## src/rtl/rr_arbiter_8.sv

```systemverilog
// rr_arbiter_8: eight-requester round-robin arbiter with registered one-hot
// grant, binary grant index and valid flag. A grant is held while its owner
// keeps requesting; priority rotates to the requester after the last owner.
//
// Optional feature: define RR_ARB_TIMEOUT_EN to add a hold counter that
// revokes an owner after HOLD_MAX cycles when another requester is waiting.
//
// state | meaning
// ------+------------------------------------------------------------
// IDLE  | no owner, all outputs zero, waiting for any request
// OWNED | grant_idx owns the resource, grant/grant_valid asserted
module rr_arbiter_8 #(
    parameter int SIZE_SEL = 3,
    parameter int SIZE_REQ = 8,
    parameter int HOLD_MAX = 15
) (
    input  logic                clk,
    input  logic                rst,
    input  logic [SIZE_REQ-1:0] req,
    output logic [SIZE_REQ-1:0] grant,
    output logic [SIZE_SEL-1:0] grant_idx,
    output logic                grant_valid
);

    typedef enum logic {
        IDLE  = 1'b0,
        OWNED = 1'b1
    } state_t;

    state_t              state;
    logic [SIZE_SEL-1:0] ptr;
    logic [SIZE_REQ-1:0] cand;
    logic [SIZE_SEL-1:0] pick;
    logic                any_other;
    logic                owner_req;
    logic                handover;

`ifdef RR_ARB_TIMEOUT_EN
    logic [7:0]          hold_cnt;
    logic                revoke;
`endif

    // Elaboration-time guard on the parameter set this block supports.
    if (SIZE_SEL != 3 || SIZE_REQ != (1 << SIZE_SEL) || HOLD_MAX < 1 || HOLD_MAX > 255) begin : g_param_err
        $error("rr_arbiter_8: unsupported parameter combination");
    end

    // Candidate requests: the current owner is excluded so a handover never re-picks it.
    always_comb begin
        cand = req;
        if (state == OWNED) begin
            cand[grant_idx] = 1'b0;
        end
        any_other = |cand;
        owner_req = req[grant_idx];
    end

    // Round-robin scan of the candidates starting at ptr, wrapping 7 -> 0.
    always_comb begin
        logic                found;
        logic [SIZE_SEL-1:0] pos;
        pick  = '0;
        found = 1'b0;
        pos   = '0;
        for (int k = 0; k < SIZE_REQ; k++) begin
            pos = ptr + SIZE_SEL'(k);
            if (!found && cand[pos]) begin
                pick  = pos;
                found = 1'b1;
            end
        end
    end

    // Owner gives up the resource: voluntary release or (optionally) timeout revoke.
    always_comb begin
`ifdef RR_ARB_TIMEOUT_EN
        revoke   = owner_req && (hold_cnt == 8'(HOLD_MAX)) && any_other;
        handover = !owner_req || revoke;
`else
        handover = !owner_req;
`endif
    end

    // Arbiter FSM with registered outputs; a new grant also advances ptr past the winner.
    always_ff @(posedge clk) begin
        if (rst) begin
            state       <= IDLE;
            ptr         <= '0;
            grant       <= '0;
            grant_idx   <= '0;
            grant_valid <= 1'b0;
`ifdef RR_ARB_TIMEOUT_EN
            hold_cnt    <= '0;
`endif
        end else begin
            case (state)
                IDLE: begin
                    if (any_other) begin
                        state       <= OWNED;
                        grant       <= SIZE_REQ'(1) << pick;
                        grant_idx   <= pick;
                        grant_valid <= 1'b1;
                        ptr         <= pick + SIZE_SEL'(1);
`ifdef RR_ARB_TIMEOUT_EN
                        hold_cnt    <= '0;
`endif
                    end
                end
                OWNED: begin
                    if (handover) begin
                        if (any_other) begin
                            grant       <= SIZE_REQ'(1) << pick;
                            grant_idx   <= pick;
                            grant_valid <= 1'b1;
                            ptr         <= pick + SIZE_SEL'(1);
`ifdef RR_ARB_TIMEOUT_EN
                            hold_cnt    <= '0;
`endif
                        end else begin
                            state       <= IDLE;
                            grant       <= '0;
                            grant_idx   <= '0;
                            grant_valid <= 1'b0;
`ifdef RR_ARB_TIMEOUT_EN
                            hold_cnt    <= '0;
`endif
                        end
                    end else begin
`ifdef RR_ARB_TIMEOUT_EN
                        if (hold_cnt != 8'(HOLD_MAX)) begin
                            hold_cnt <= hold_cnt + 8'd1;
                        end
`endif
                    end
                end
                default: begin
                    state       <= IDLE;
                    grant       <= '0;
                    grant_idx   <= '0;
                    grant_valid <= 1'b0;
                end
            endcase
        end
    end

endmodule
```

## config.mk

```make
export PLATFORM = sky130hd
export DESIGN_NAME = rr_arbiter_8
export DESIGN_NICKNAME = d
export VERILOG_FILES = /design/src/rtl/rr_arbiter_8.sv
export SDC_FILE = /design/constraint.sdc
export NUM_CORES = 1
export LEC_CHECK = 0
export ABC_CLOCK_PERIOD_IN_PS = 6200
export CAP_MARGIN = 20
export CORE_ASPECT_RATIO = 1.75
export CORE_MARGIN = 4
export CORE_UTILIZATION = 50
export DETAILED_ROUTE_END_ITERATION = 10
export PLACE_DENSITY_LB_ADDON = 0.25
export SLEW_MARGIN = 20
export SYNTH_ARGS = -nofsm -noshare
export SYNTH_HDL_FRONTEND = slang
export SYNTH_SLANG_ARGS = --single-unit
```

## constraint.sdc

```tcl
create_clock -name clk -period 6.2 [get_ports clk]
set_input_delay 0.93 -clock clk [delete_from_list [all_inputs] [get_ports clk]]
set_output_delay 0.93 -clock clk [all_outputs]
set_load 0.02 [all_outputs]
```

==> results.md <==
* Final instance area at 2420 um2
* Total of buffers placed on input and output ports at 21
* Area share of the largest cell type after synthesis at 0.146
* Remaining routing DRC violations at 0
* Detailed-route via count at 2,155
* Crit path launch type: flip-flop
* Count of boundary I/O pins at 22
* Register area share after synthesis at 0.146
* First-pass iteration count of the detailed router at 5
* Worst vdd ir at 0.000342 V
* Fraction of final layout cells sized beyond drive strength 1 at 0.144
* Total number of nets in the final design at between 200 and 300
* Total GRT Usage at 0.241
* Power per cell area at 552 nW/um2
* Post-synth design cell area at approximately 2200 um2
* Count of final hold-check violations at 0
* Cells taking the most area after synthesis: sky130_fd_sc_hd__dfxtp_1 15%, sky130_fd_sc_hd__mux4_2 11%, sky130_fd_sc_hd__nand2_1 6.0%
* Via count of the first global-routing pass at ~2,100
* Footprint of the multi-input gates at roughly 1700 um2
* Post-place instance area at 2370 um2
* Fill cell total of the finished layout at ~390
* Clock slew seen by the registers of the worst setup and hold paths at 0.06 ns
* Growth of design area from synthesis to finish at 10.6%
* Detailed router's first-iteration violation count at 72
* Total Die Area at 5550 um2
* Worst slew margin at 0.451
* Hold-fix buffers at CTS at 0
* DRT Wirelength at approximately 6200 um
* FF/Latch Area at 320 um2
* Number of nets with antenna violations after routing at 0
* Setup CP Type: reg -> reg
* Detailed Place HPWL at 4990 um
* Count of maximum capacitance violations at 0
* Post-detailed-route wirelength per cell at roughly 20 um
* Largest fanout on the critical path at 21
* Peak per-stage delay on the critical path at around 0.8 ns
* Number of distinct library cells after synthesis at 64
* # H-tree levels at 1
* Number of vias per cell after detailed routing at 6.88
* Post-synth top cells: 35 x sky130_fd_sc_hd__nand2_1, 17 x sky130_fd_sc_hd__nor2_1, 16 x sky130_fd_sc_hd__dfxtp_1
* Clock tree from TritonCTS: done
* Cell type of the slowest stage on the worst timing path: sky130_fd_sc_hd__dfxtp_1
* FFs w/ async S/R, synth at 0
* Count leader, synth: sky130_fd_sc_hd__nand2_1
* Critical path cell sequence: inv_1 > ha_1 > inv_1 > a32oi_1 > mux4_2 > a32oi_2 > nor4_1 > nor3b_1 > nor3_1 > nor3_1 > ha_1 > a211oi_1
* Root cell of the clock tree: sky130_fd_sc_hd__clkbuf_8
* Initial core utilization at 0.523
* Worst Reg-to-Reg Cells at 12
* Fmax at 0.198 GHz
* Number of enable flip-flop cells after synthesis at 0
* Global-route congestion overflow total at 0
* Number of gates resized after CTS at 0
* Number of warning messages in the yosys log at 0
* Reg2reg start: ptr[1]$_SDFFE_PP0P_
* Initial antenna violation count at 0
* Cell Rows at 31
* Instance count on the critical path at 12
* Setup violators final at 0
* Hold WC Path Type: reg -> reg
* Cell type contributing the most total cell area after synthesis: sky130_fd_sc_hd__dfxtp_1
* Hold path cells at 2
* First-pass GRT wire length at around 10,000 um
* CTS Buf Count at 3
* Routability congestion estimate at 0.958
* Final Max Tran Viols at 0
* Fin crit share at 0.815
* Leakage power at a little over 0.9 nW
* Flip-flop and latch count after synthesis at 16
* Cells after synthesis at 256
* Final cell utilization of the core at 0.579
* Setup TNS after final layout at 0 ns
* Required arrival time at the worst endpoint at approximately 6.4 ns
* Critical path buffer and inverter count at 2
* Hold path startpoint: grant[0]$_SDFFE_PP0P_
* Setup repair after global routing missed its margin: false
* Data arrival time at the worst-slack endpoint at 5.21 ns
* Post-Route Skew at about 0.0027 ns
* Slew at the pin with the worst max-slew slack at 0.823 ns
* Area of the core at 4190 um2
* Number of post-CTS setup repair buffers at 0
* Number of diodes added for antenna fixing at 0
* Top_reg_cell synth: sky130_fd_sc_hd__dfxtp_1
* Die Height at roughly 96 um
* Clock sink count at 16
* Nets in the synthesized netlist at 270
* Die Span X at roughly 58 um
* Kind of cell adding the most delay to the critical path: simple AND/OR/NAND/NOR gates
* Latest clock arrival within the worst-skew pair at 0.25 ns
* Largest net degree at the start of global routing at 22
* CP Capture Type: flip-flop
* Critical Path Start: ptr[1]$_SDFFE_PP0P_
* Result of the run: finished, final reports clean
* Average cell area after synthesis at 8.56 um2
* Period minus WS final at about 5 ns
* Deepest clock path buffer count at 2
## placed cells by master, fill, tap and decap left out, types with 7 or more instances in the layout
cell type                         netlist  final
sky130_fd_sc_hd__dfxtp_1               16     16
sky130_fd_sc_hd__nor2_1                17     17
sky130_fd_sc_hd__nor3_1                 9      9
sky130_fd_sc_hd__inv_1                 10     10
sky130_fd_sc_hd__clkdlybuf4s50_1        0     21
sky130_fd_sc_hd__nand2_1               35     35
sky130_fd_sc_hd__nand2b_1               8      8
sky130_fd_sc_hd__and2_1                 9      9
sky130_fd_sc_hd__mux4_2                11     11
sky130_fd_sc_hd__a21oi_1                7      7
## logic make-up after synthesis
family                   after synthesis  synth area share
AND/OR/NAND/NOR                      117             0.329
AO/OA/AOI/OAI                         64             0.242
buffers and inverters                 29            0.0674
multiplexers                          21             0.169
flip-flops                            16             0.146
XOR/XNOR                               5            0.0234
adder cells (fa/ha/maj)                4            0.0228
## cell type report
cell class              count  share of cell area
multi-input cells         211               0.711
flip-flops and latches     16               0.132
repair buffers             23              0.0929
well taps                  49              0.0253
clock buffers               4              0.0227
inverters                  10              0.0155
## state kept, by name (all words and copies together), names as in the netlist
name	flops
state	1
grant_valid	1
ptr	3
grant	8
grant_idx	3
## power breakdown
| group | switching [W] | internal (W) | total [W] |
|---|---|---|---|
| sequential | 0.0000745 | 0.000133 | 0.000208 |
| combinational | 0.000585 | 0.000454 | 0.00104 |
| clock | 0.0000352 | 0.0000563 | 0.0000915 |
| total | 0.000694 | 0.000644 | 0.00134 |
## per-layer routing
metal,vias to the layer above,share of wire,track usage
li1,1027,-,-
met1,1025,0.36,0.265
met2,79,0.54,0.424
met3,24,0.032,0.0203
met4,0,0.064,0.172
met5,-,0,0
## tightest hold or removal path, delay by kind of cell, from the launching register on
family,cells,cell delay (ns)
AO/OA/AOI/OAI,1,0.05
flip-flops,1,0.31
AND/OR/NAND/NOR,1,0.05
## through the flow
step / hold slack, ns / power, W / setup WS, ns / instances
floorplan: 0.533 / 0.00102 / 1.92 / 256
global placement: 0.443 / 0.00123 / 1.49 / 309
detailed placement: 0.453 / 0.00124 / 1.22 / 309
CTS: 0.465 / 0.00133 / 1.21 / 313
global route: 0.493 / 0.00145 / 0.743 / 313
finish: 0.460 / 0.00134 / 1.15 / 313
## worst paths after layout
check        slack, ns                    end
max               1.15    ptr[2]$_SDFFE_PP0P_
min               0.46  grant[0]$_SDFFE_PP0P_
max reg2reg       1.15    ptr[2]$_SDFFE_PP0P_
min reg2reg       0.46  grant[0]$_SDFFE_PP0P_
No activity file was read; power rests on OpenSTA's default activity.
